--- src/rtl/sdr_sched_pkg.sv ---
// Shared constants and types for the closed-page SDRAM command scheduler.
package sdr_sched_pkg;

    localparam int unsigned ADDR_W     = 25;
    localparam int unsigned BA_W       = 2;
    localparam int unsigned SDR_ADDR_W = 13;

    localparam int unsigned BANK_HI = 24;
    localparam int unsigned BANK_LO = 23;
    localparam int unsigned ROW_HI  = 22;
    localparam int unsigned ROW_LO  = 10;
    localparam int unsigned COL_HI  = 9;
    localparam int unsigned COL_LO  = 0;

    // {cs_n, ras_n, cas_n, we_n}, same values as the sdr_bus command enum
    localparam logic [3:0] CMD_DESEL   = 4'b1111;
    localparam logic [3:0] CMD_NOP     = 4'b0111;
    localparam logic [3:0] CMD_ACTIVE  = 4'b0011;
    localparam logic [3:0] CMD_READ    = 4'b0101;
    localparam logic [3:0] CMD_WRITE   = 4'b0100;
    localparam logic [3:0] CMD_REFRESH = 4'b0001;

    typedef enum logic [2:0] {
        ST_INIT_WAIT,
        ST_IDLE,
        ST_RCD_WAIT,
        ST_XFER,
        ST_DAL_WAIT,
        ST_REF_WAIT
    } sched_state_e;

    typedef struct packed {
        logic                  wr;
        logic                  port;
        logic [BA_W-1:0]       bank;
        logic [COL_HI:COL_LO]  col;
    } xfer_t;

    // Column address with A10 set so every access auto-precharges.
    function automatic logic [SDR_ADDR_W-1:0] col_addr(input logic [COL_HI:COL_LO] col);
        return {2'b00, 1'b1, col};
    endfunction

endpackage

--- src/rtl/sdr_cmd_sched_if.sv ---
// Client request ports and SDRAM command pins of the scheduler.
interface sdr_cmd_sched_if;
    import sdr_sched_pkg::*;

    logic [1:0]            req_valid;
    logic [1:0]            req_wr;
    logic [ADDR_W-1:0]     req_addr0;
    logic [ADDR_W-1:0]     req_addr1;
    logic [1:0]            req_ack;
    logic                  col_rd;
    logic                  col_wr;
    logic                  col_port;
    logic                  sdr_cs_n;
    logic                  sdr_ras_n;
    logic                  sdr_cas_n;
    logic                  sdr_we_n;
    logic [BA_W-1:0]       sdr_ba;
    logic [SDR_ADDR_W-1:0] sdr_addr;
    logic                  ref_overrun;

    modport master (
        output req_valid, req_wr, req_addr0, req_addr1,
        input  req_ack, col_rd, col_wr, col_port,
        input  sdr_cs_n, sdr_ras_n, sdr_cas_n, sdr_we_n, sdr_ba, sdr_addr, ref_overrun
    );

    modport slave (
        input  req_valid, req_wr, req_addr0, req_addr1,
        output req_ack, col_rd, col_wr, col_port,
        output sdr_cs_n, sdr_ras_n, sdr_cas_n, sdr_we_n, sdr_ba, sdr_addr, ref_overrun
    );

endinterface

--- src/rtl/sdr_refresh_timer.sv ---
// Refresh interval down-counter with pending and sticky overrun flags.
module sdr_refresh_timer #(
    parameter int unsigned TREF_CYC = 780
) (
    input  logic sdram_clk,
    input  logic sdram_reset,
    input  logic hold,
    input  logic clear_pending,
    output logic pending,
    output logic overrun
);

    localparam int unsigned CNT_W = ($clog2(TREF_CYC) > 0) ? $clog2(TREF_CYC) : 1;
    localparam logic [CNT_W-1:0] RELOAD = CNT_W'(TREF_CYC - 1);

    logic [CNT_W-1:0] cnt;
    logic             expire_c;

    assign expire_c = !hold && (cnt == '0);

    // A clear landing on the expiry cycle loses to the new expiry, so no refresh is dropped.
    always_ff @(posedge sdram_clk) begin
        if (sdram_reset) begin
            cnt     <= RELOAD;
            pending <= 1'b0;
            overrun <= 1'b0;
        end else begin
            if (hold || expire_c) cnt <= RELOAD;
            else                  cnt <= cnt - CNT_W'(1);

            if (expire_c)           pending <= 1'b1;
            else if (clear_pending) pending <= 1'b0;

            if (expire_c && pending && !clear_pending) overrun <= 1'b1;
        end
    end

endmodule

--- src/rtl/sdr_cmd_sched.sv ---
// Closed-page SDRAM command scheduler: round-robin over two clients, ACTIVE then
// READ/WRITE with auto-precharge, periodic AUTO REFRESH.
module sdr_cmd_sched
    import sdr_sched_pkg::*;
#(
    parameter int unsigned TRCD     = 2,
    parameter int unsigned TDAL     = 4,
    parameter int unsigned TRFC     = 7,
    parameter int unsigned TREF_CYC = 780
) (
    input  logic            sdram_clk,
    input  logic            sdram_reset,
    input  logic            sdr_init_done,
    sdr_cmd_sched_if.slave  bus
);

    localparam int unsigned WAIT_MAX = (TRCD > TDAL) ? ((TRCD > TRFC) ? TRCD : TRFC)
                                                     : ((TDAL > TRFC) ? TDAL : TRFC);
    localparam int unsigned WAIT_W   = $clog2(WAIT_MAX + 1);
    localparam logic [WAIT_W-1:0] RCD_LOAD = WAIT_W'((TRCD > 1) ? TRCD - 2 : 0);
    localparam logic [WAIT_W-1:0] DAL_LOAD = WAIT_W'(TDAL - 1);
    localparam logic [WAIT_W-1:0] RFC_LOAD = WAIT_W'(TRFC - 1);

    sched_state_e      state;
    logic [WAIT_W-1:0] wait_cnt;
    xfer_t             cur;
    logic              rr_ptr;
    logic [3:0]        cmd_q;

    logic              ref_pending;
    logic              ref_hold_c;
    logic              ref_clear_c;
    logic              any_req_c;
    logic              grant_c;
    logic [ADDR_W-1:0] sel_addr_c;

    assign {bus.sdr_cs_n, bus.sdr_ras_n, bus.sdr_cas_n, bus.sdr_we_n} = cmd_q;

    assign ref_hold_c  = (state == ST_INIT_WAIT);
    assign ref_clear_c = (state == ST_IDLE) && ref_pending;

    // Under contention the port that did not win last time is granted.
    always_comb begin
        any_req_c = |bus.req_valid;
        if (&bus.req_valid) grant_c = ~rr_ptr;
        else                grant_c = bus.req_valid[1];
        sel_addr_c = grant_c ? bus.req_addr1 : bus.req_addr0;
    end

    sdr_refresh_timer #(.TREF_CYC(TREF_CYC)) u_refresh_timer (
        .sdram_clk     (sdram_clk),
        .sdram_reset   (sdram_reset),
        .hold          (ref_hold_c),
        .clear_pending (ref_clear_c),
        .pending       (ref_pending),
        .overrun       (bus.ref_overrun)
    );

    // Sequencer; one shared wait counter serves tRCD, tDAL and tRFC.
    always_ff @(posedge sdram_clk) begin
        if (sdram_reset) begin
            state        <= ST_INIT_WAIT;
            wait_cnt     <= '0;
            cur          <= '0;
            rr_ptr       <= 1'b1;
            cmd_q        <= CMD_DESEL;
            bus.sdr_ba   <= '0;
            bus.sdr_addr <= '0;
            bus.req_ack  <= '0;
            bus.col_rd   <= 1'b0;
            bus.col_wr   <= 1'b0;
            bus.col_port <= 1'b0;
        end else begin
            cmd_q       <= CMD_NOP;
            bus.req_ack <= '0;
            bus.col_rd  <= 1'b0;
            bus.col_wr  <= 1'b0;
            case (state)
                ST_INIT_WAIT: begin
                    cmd_q <= CMD_DESEL;
                    if (sdr_init_done) state <= ST_IDLE;
                end
                ST_IDLE: begin
                    if (ref_pending) begin
                        cmd_q    <= CMD_REFRESH;
                        wait_cnt <= RFC_LOAD;
                        state    <= ST_REF_WAIT;
                    end else if (any_req_c) begin
                        rr_ptr       <= grant_c;
                        cur.wr       <= bus.req_wr[grant_c];
                        cur.port     <= grant_c;
                        cur.bank     <= sel_addr_c[BANK_HI:BANK_LO];
                        cur.col      <= sel_addr_c[COL_HI:COL_LO];
                        cmd_q        <= CMD_ACTIVE;
                        bus.sdr_ba   <= sel_addr_c[BANK_HI:BANK_LO];
                        bus.sdr_addr <= sel_addr_c[ROW_HI:ROW_LO];
                        bus.req_ack  <= grant_c ? 2'b10 : 2'b01;
                        wait_cnt     <= RCD_LOAD;
                        state        <= (TRCD > 1) ? ST_RCD_WAIT : ST_XFER;
                    end
                end
                ST_RCD_WAIT: begin
                    if (wait_cnt == '0) state    <= ST_XFER;
                    else                wait_cnt <= wait_cnt - WAIT_W'(1);
                end
                ST_XFER: begin
                    cmd_q        <= cur.wr ? CMD_WRITE : CMD_READ;
                    bus.sdr_ba   <= cur.bank;
                    bus.sdr_addr <= col_addr(cur.col);
                    bus.col_rd   <= ~cur.wr;
                    bus.col_wr   <= cur.wr;
                    bus.col_port <= cur.port;
                    wait_cnt     <= DAL_LOAD;
                    state        <= ST_DAL_WAIT;
                end
                ST_DAL_WAIT, ST_REF_WAIT: begin
                    if (wait_cnt == '0) state    <= ST_IDLE;
                    else                wait_cnt <= wait_cnt - WAIT_W'(1);
                end
                default: state <= ST_INIT_WAIT;
            endcase
        end
    end

endmodule

--- src/flat_wrapper.sv ---
// flat-port wrapper written by rule: the top's interface ports become plain ports
module sdr_cmd_sched_flat import sdr_sched_pkg::*;
#(
    parameter int unsigned TRCD     = 2,
    parameter int unsigned TDAL     = 4,
    parameter int unsigned TRFC     = 7,
    parameter int unsigned TREF_CYC = 780
)
  (sdram_clk, sdram_reset, sdr_init_done, bus_req_valid, bus_req_wr, bus_req_addr0, bus_req_addr1, bus_req_ack, bus_col_rd, bus_col_wr, bus_col_port, bus_sdr_cs_n, bus_sdr_ras_n, bus_sdr_cas_n, bus_sdr_we_n, bus_sdr_ba, bus_sdr_addr, bus_ref_overrun);
  sdr_cmd_sched_if bus_i ();
  input  logic sdram_clk;
  input  logic sdram_reset;
  input  logic sdr_init_done;
  input wire logic [$bits(bus_i.req_valid)-1:0] bus_req_valid;
  input wire logic [$bits(bus_i.req_wr)-1:0] bus_req_wr;
  input wire logic [$bits(bus_i.req_addr0)-1:0] bus_req_addr0;
  input wire logic [$bits(bus_i.req_addr1)-1:0] bus_req_addr1;
  output wire logic [$bits(bus_i.req_ack)-1:0] bus_req_ack;
  output wire logic [$bits(bus_i.col_rd)-1:0] bus_col_rd;
  output wire logic [$bits(bus_i.col_wr)-1:0] bus_col_wr;
  output wire logic [$bits(bus_i.col_port)-1:0] bus_col_port;
  output wire logic [$bits(bus_i.sdr_cs_n)-1:0] bus_sdr_cs_n;
  output wire logic [$bits(bus_i.sdr_ras_n)-1:0] bus_sdr_ras_n;
  output wire logic [$bits(bus_i.sdr_cas_n)-1:0] bus_sdr_cas_n;
  output wire logic [$bits(bus_i.sdr_we_n)-1:0] bus_sdr_we_n;
  output wire logic [$bits(bus_i.sdr_ba)-1:0] bus_sdr_ba;
  output wire logic [$bits(bus_i.sdr_addr)-1:0] bus_sdr_addr;
  output wire logic [$bits(bus_i.ref_overrun)-1:0] bus_ref_overrun;
  assign bus_i.req_valid = bus_req_valid;
  assign bus_i.req_wr = bus_req_wr;
  assign bus_i.req_addr0 = bus_req_addr0;
  assign bus_i.req_addr1 = bus_req_addr1;
  assign bus_req_ack = bus_i.req_ack;
  assign bus_col_rd = bus_i.col_rd;
  assign bus_col_wr = bus_i.col_wr;
  assign bus_col_port = bus_i.col_port;
  assign bus_sdr_cs_n = bus_i.sdr_cs_n;
  assign bus_sdr_ras_n = bus_i.sdr_ras_n;
  assign bus_sdr_cas_n = bus_i.sdr_cas_n;
  assign bus_sdr_we_n = bus_i.sdr_we_n;
  assign bus_sdr_ba = bus_i.sdr_ba;
  assign bus_sdr_addr = bus_i.sdr_addr;
  assign bus_ref_overrun = bus_i.ref_overrun;
  sdr_cmd_sched #(.TRCD(TRCD), .TDAL(TDAL), .TRFC(TRFC), .TREF_CYC(TREF_CYC)) u_core (.sdram_clk(sdram_clk), .sdram_reset(sdram_reset), .sdr_init_done(sdr_init_done), .bus(bus_i));
endmodule
--- config.mk ---
export PLATFORM = sky130hd
export DESIGN_NAME = sdr_cmd_sched_flat
export DESIGN_NICKNAME = d
export VERILOG_FILES = /design/src/rtl/sdr_sched_pkg.sv /design/src/rtl/sdr_cmd_sched_if.sv /design/src/rtl/sdr_refresh_timer.sv /design/src/rtl/sdr_cmd_sched.sv /design/src/flat_wrapper.sv
export SDC_FILE = /design/constraint.sdc
export NUM_CORES = 1
export LEC_CHECK = 0
export CORE_MARGIN = 5
export CORE_UTILIZATION = 47
export CTS_CLUSTER_SIZE = 24
export DETAILED_ROUTE_END_ITERATION = 8
export GPL_ROUTABILITY_DRIVEN = 1
export PLACE_DENSITY_LB_ADDON = 0.2
export SYNTH_ARGS = -nofsm -noshare
export SYNTH_HDL_FRONTEND = slang
export SYNTH_SLANG_ARGS = --single-unit
--- constraint.sdc ---
create_clock -name sdram_clk -period 2.2 [get_ports sdram_clk]
set_clock_uncertainty 0.1 [all_clocks]
set_input_delay 0.22 -clock sdram_clk [delete_from_list [all_inputs] [get_ports sdram_clk]]
set_output_delay 0.22 -clock sdram_clk [all_outputs]
set_load 0.01 [all_outputs]
## Yosys cells after proc, flatten, opt, wreduce, memory -nomap -nowiden

Index checks and enable logic that the tools add are counted.
W data, S select, Z words.

| word-level totals | value |
|---|---|
| ROM bits | 0 |
| output and inout bits | 25 |
| memory bits (writable) | 0 |
| input bits | 57 |
| memories kept | 0 |
| bits in latches | 0 |
| flip-flop bits (word level) | 57 |

| operators by class | value |
|---|---|
| reduce and logical (&&, ||, !) cells | 24 |
| $mul | 0 |
| $lt $le $gt $ge | 1 |
| add/subtract/negate cells | 2 |
| mux-type cells | 27 |
| eq/ne operators | 12 |
| shift operators | 0 |
| bitwise logic cells | 6 |
| div/mod/pow operators | 0 |

Operators by type and width:

| cell | count |
|---|---|
| $mux W3 | 9 |
| $mux W13 | 2 |
| $pmux W13 S2 | 1 |
| $mux W25 | 1 |
| $pmux W3 S5 | 1 |
| $pmux W4 S3 | 1 |
| $logic_not A10 Y1 | 1 |
| $sub A10 B1 Y10 const B | 1 |
| $pmux W3 S3 | 1 |
| $reduce_and A3 Y1 | 3 |
| $reduce_or A2 Y1 | 4 |
| $eq A3 B2 Y1 const B | 2 |
| $eq A3 B3 Y1 const B | 2 |
| $logic_not A3 Y1 | 2 |
| $mux W1 | 6 |
| $mux W2 | 3 |
| $ne A2 B1 Y1 const B | 3 |
| $ne A2 B2 Y1 const B | 3 |
| $not A1 Y1 | 6 |
| $logic_and A1 B1 Y1 | 4 |
| $mux W4 | 1 |
| $pmux W2 S2 | 1 |
| $reduce_and A4 Y1 | 1 |
| $reduce_bool A2 Y1 | 2 |
| 10 further kinds | 11 |

## Depth between registers and ports, before layout

| logic depth | value |
|---|---|
| depth in word-level cells | 6 |
| mapped depth | 7 |

## Cells and area by module

Synthesis repeated with hierarchy kept, for this count alone.

| second synthesis, totals | value |
|---|---|
| cell total of the unflattened synthesis | 309 |
| area total of the unflattened synthesis | 2792.7 um^2 |

Modules (own cells, without submodules):

| module | area an instance (um^2) | cells each | sequential area each (um^2) | times used |
|---|---|---|---|---|
| sdr_cmd_sched | 2209.6 | 241 | 900.9 | 1 |
| sdr_refresh_timer | 583.1 | 68 | 240.2 | 1 |

## Least setup slack after synthesis

No wires, ideal clock.

| path | value |
|---|---|
| kind | register to register |
| from | register u_core.u_refresh_timer.cnt[0] |
| to | register u_core.u_refresh_timer.cnt[6] |
| period minus slack after synthesis | 1.699 ns |
| buffers on the path | 0 |
| arrival | 1.483 ns |
| required time | 1.984 ns |
| cell stages (with the launch flop) | 7 |
| setup time | 0.116 ns |
| slack | 0.501 ns |
| cells stage by stage | dfxtp_1 -> inv_1 -> ha_1 -> or4b_2 -> nor2_1 -> xnor2_1 -> nor2_1 |

| between the ends | value |
|---|---|
| cells in the longest elaborated chain, start to end | 4 |

Ends and longest elaborated chain:

| what | RTL line | RTL |
|---|---|---|
| start: declaration | sdr_refresh_timer.sv:16 | `logic [CNT_W-1:0] cnt;` |
| start signal: assignment | sdr_refresh_timer.sv:29 | `else cnt <= cnt - CNT_W'(1);` |
| branches (longest 4 deep; another with $sub A10 B1 Y10) | - |  |

Several ways; the timed one is not identified.
A chain may end at the register's enable or synchronous reset.

## Worst setup path after layout

| path | value |
|---|---|
| from | register u_core.state[0] |
| to | register u_core.bus.sdr_addr[10] |

| between the ends | value |
|---|---|
| cells in the longest elaborated chain, start to end | 3 |

Ends and longest elaborated chain:

| what | RTL line | RTL |
|---|---|---|
| start: declaration | sdr_cmd_sched.sv:24 | `sched_state_e state;` |
| start signal: assignment | sdr_cmd_sched.sv:99 | `state <= (TRCD > 1) ? ST_RCD_WAIT : ST_XFER;` |
| $eq A3 B1 Y1 / $eq A3 B2 Y1 (equally long branches) | sdr_cmd_sched.sv:78 | `case (state)` |
| $ne A2 B1 Y1 (no source line) (tied with other cells) | - |  |
| $reduce_and A3 Y1 (no source line) | - |  |
| end signal: assignment | sdr_cmd_sched.sv:96 | `bus.sdr_addr <= sel_addr_c[ROW_HI:ROW_LO];` |
| end signal: assignment | sdr_cmd_sched.sv:109 | `bus.sdr_addr <= col_addr(cur.col);` |
| end: declaration | sdr_cmd_sched_if.sv:30 | `output sdr_cs_n, sdr_ras_n, sdr_cas_n, sdr_we_n, sdr_ba, sdr_addr, ref_overrun` |

Parallel ways exist; a longest one is shown, timed or not.

==> flow_summary_export.csv <==
group,metric,value,unit
floorplanning,die_w,86.3,um
drt,vias,2413,
sta,setup_viol,0,
final_layout,areaGrowthSynthToFinish,40.6,%
final_layout,fin_cells,456,
drt,drtIter0Drc,92,
sta,setup_tns,0,ns
cts,post-cts-setup-buffer-count,0,
grt,antenna_found_initial,0,
sta,drv_slew,0,
cts,clock_sinks,57,
grt,grt_use_total,0.188,
yosys,synthFlopType,"dfxtp_1",
critical_path,end_kind,"flop",
cts,cts.hold.buffers_added,0,
placement,port_buffers,81,
floorplanning,die_area,0.00745,mm2
final_layout,fin_nets,442,
final_layout,layout_commonest_cell,"clkdlybuf4s50_1",
outcome,status,"completed",
cts,cts_made_buffers,9,
floorplanning,die_h,86.3,um
yosys,async_flop_share,0,
power,p_leak,1.43,nW
yosys,syn_nets,355,
sta,timing.final.crit_period,1.89,ns
critical_path,worst-path-max-fanout,16,
cts,htree_levels,3,
grt,grt_pass1_vias,2364,
final_layout,multi_input_area,0.00145,mm2
drt,wirelength,6880,um
critical_path,crit_buf_inv,1,
cts,cts_tree,"yes",
final_layout,nFillCells,452,
drt,drcViolationCount,0,
yosys,avgSynthCellArea,9.31,um2
placement,dp_cells,442,
critical_path,crit_family,"simple AND/OR/NAND/NOR gates",
critical_path,worstPathRequired,2.34,ns
yosys,synth_seq_cells,57,
grt,grt_max_degree,28,
sta,relSlewSlack,0.744,
critical_path,path_common_cell,"a211oi_1",
grt,grt_pass1_wl,11300,um
power,power,2.84,mW
critical_path,crit_chain,"nor4b_4 -> and2b_1 -> buf_4 -> a211oi_1 -> a211oi_1",
cts,cts_root_buffer,"clkbuf_8",
cts,cts_resized,0,
floorplanning,core_area,0.00557,mm2
flow_run,cap_violations,0,
final_layout,n_antenna_cell,0,
sta,rsz0062_at_grt,"false",
critical_path,start_kind,"flop",
drt,postRouteAntennaNets,0,
floorplanning,initial_utilization,0.491,
worst_hold_path,hp-class,"reg2reg",
critical_path,cpMaxStageDelayCell,"dfxtp_1",
drt,drtPass1Iterations,4,
yosys,yosysWarnings,0,
drt,via_per_inst,5.29,
power,peakVddDrop,0.000452,V
placement,dp.final_hpwl,5090,um
critical_path,criticalPathCategory,"reg2reg",
final_layout,layout_common_cells,"clkdlybuf4s50_1, dfxtp_1, nor2_1, o21ai_0, nand2_1",
sta,worst_slew_pin_slew,0.383,ns
critical_path,cp.arrival,2.02,ns
power,power_density,738,mW/mm2
yosys,seq_area_frac_synth,0.417,
final_layout,regArea,0.00114,mm2
cts,clkLatencyLatePin,0.32,ns
critical_path,cp_slowest_stage_delay,0.51,ns
final_layout,drive_gt1_frac,0.125,
final_layout,finish.utilization,0.691,
drt,wire_per_inst,15.1,um
grt,overflow,0,
placement,gp_congestion,0.807,
yosys,synthCells,294,
floorplanning,pin_count,82,
sta,min_period_over_period,0.858,
yosys,synth_cell_types,48,
sta,fmax,530,MHz
floorplanning,rows,27,
yosys,synth-edff-count,0,
sta,hold_violations,0,
cts,clk_pin_slew,0.07,ns
cts,clk_path_buf_depth,2,
yosys,synth_area,0.00274,mm2
## report_power, final
| part | switching, mW | total [mW] | internal, mW |
|---|---|---|---|
| Clock | 0.388 | 0.923 | 0.535 |
| Combinational | 0.341 | 0.717 | 0.376 |
| Sequential | 0.0658 | 1.20 | 1.14 |
## stage by stage
step           instance area (um2)  hold slack, ns  setup WS [ns]
6_report                      3850           0.308          0.313
5_1_grt                       3850           0.321          0.176
4_1_cts                       3850           0.307          0.316
3_5_place_dp                  3670           0.297          0.255
3_3_place_gp                  3670           0.291          0.266
2_1_floorplan                 2740           0.281          0.501
## cells by family (layout without fill, tap and decap cells)
kind of cell / count (synthesis) / in the layout / share of synthesized area
compound gates: 92 / 92 / 0.260
xor+xnor: 5 / 5 / 0.0160
fa+ha+maj: 4 / 4 / 0.0183
buf+inv: 27 / 117 / 0.0553
flops: 57 / 57 / 0.417
mux: 15 / 15 / 0.0548
simple gates: 94 / 94 / 0.179
## registers in the layout, summed over array words and instances (netlist names), 2 cells and up
name,count
u_core.u_refresh_timer.cnt,10
u_core.cmd_q,4
u_core.wait_cnt,3
u_core.bus.sdr_ba,2
u_core.bus.req_ack,2
u_core.cur,14
u_core.bus.sdr_addr,13
u_core.state,3
## path summary, 6_finish.rpt
path	from	to	slack (ns)	cells past startpoint
max	u_core.state[0]$_SDFFE_PP0P_	u_core.bus.sdr_addr[10]$_SDFFE_PP0P_	0.31	5
min	u_core.cur[13]$_SDFFE_PP0P_	u_core.cmd_q[0]$_SDFF_PP1_	0.31	1
min reg2reg	u_core.cur[13]$_SDFFE_PP0P_	u_core.cmd_q[0]$_SDFF_PP1_	0.31	1
max reg2reg	u_core.state[0]$_SDFFE_PP0P_	u_core.bus.sdr_addr[10]$_SDFFE_PP0P_	0.31	5
## synth_stat cells, types with 4 or more instances
cell	count	share of area
ha_1	4	0.018
nor2_1	33	0.045
o2bb2ai_1	11	0.035
buf_2	4	0.0073
a211oi_1	14	0.038
and3_1	4	0.0091
o21ai_0	19	0.035
inv_1	8	0.011
nand2b_1	5	0.011
nand2_1	18	0.025
dfxtp_1	57	0.42
nor2b_1	14	0.032
a211oi_2	13	0.059
nor3_1	6	0.011
mux2i_1	15	0.055
buf_6	5	0.021
xnor2_1	4	0.013
clkbuf_1	6	0.0082
a21oi_1	13	0.024
## routing by layer
layer,routed length (um),global-route usage,share of wire
met2,3200,0.308,0.47
met5,0,0,0
met3,464,0.0570,0.067
met1,3090,0.236,0.45
met4,123,0.0637,0.018
## final cells by class
cell class                      count  share of cell area
Sequential cell                    57               0.296
Timing Repair Buffer               95               0.248
Multi-Input combinational cell    210               0.377
Clock inverter                      4              0.0117
Clock buffer                       10              0.0357
Tap cell                           72              0.0234
Inverter                            8             0.00780
(Power assumes the default switching activity.)
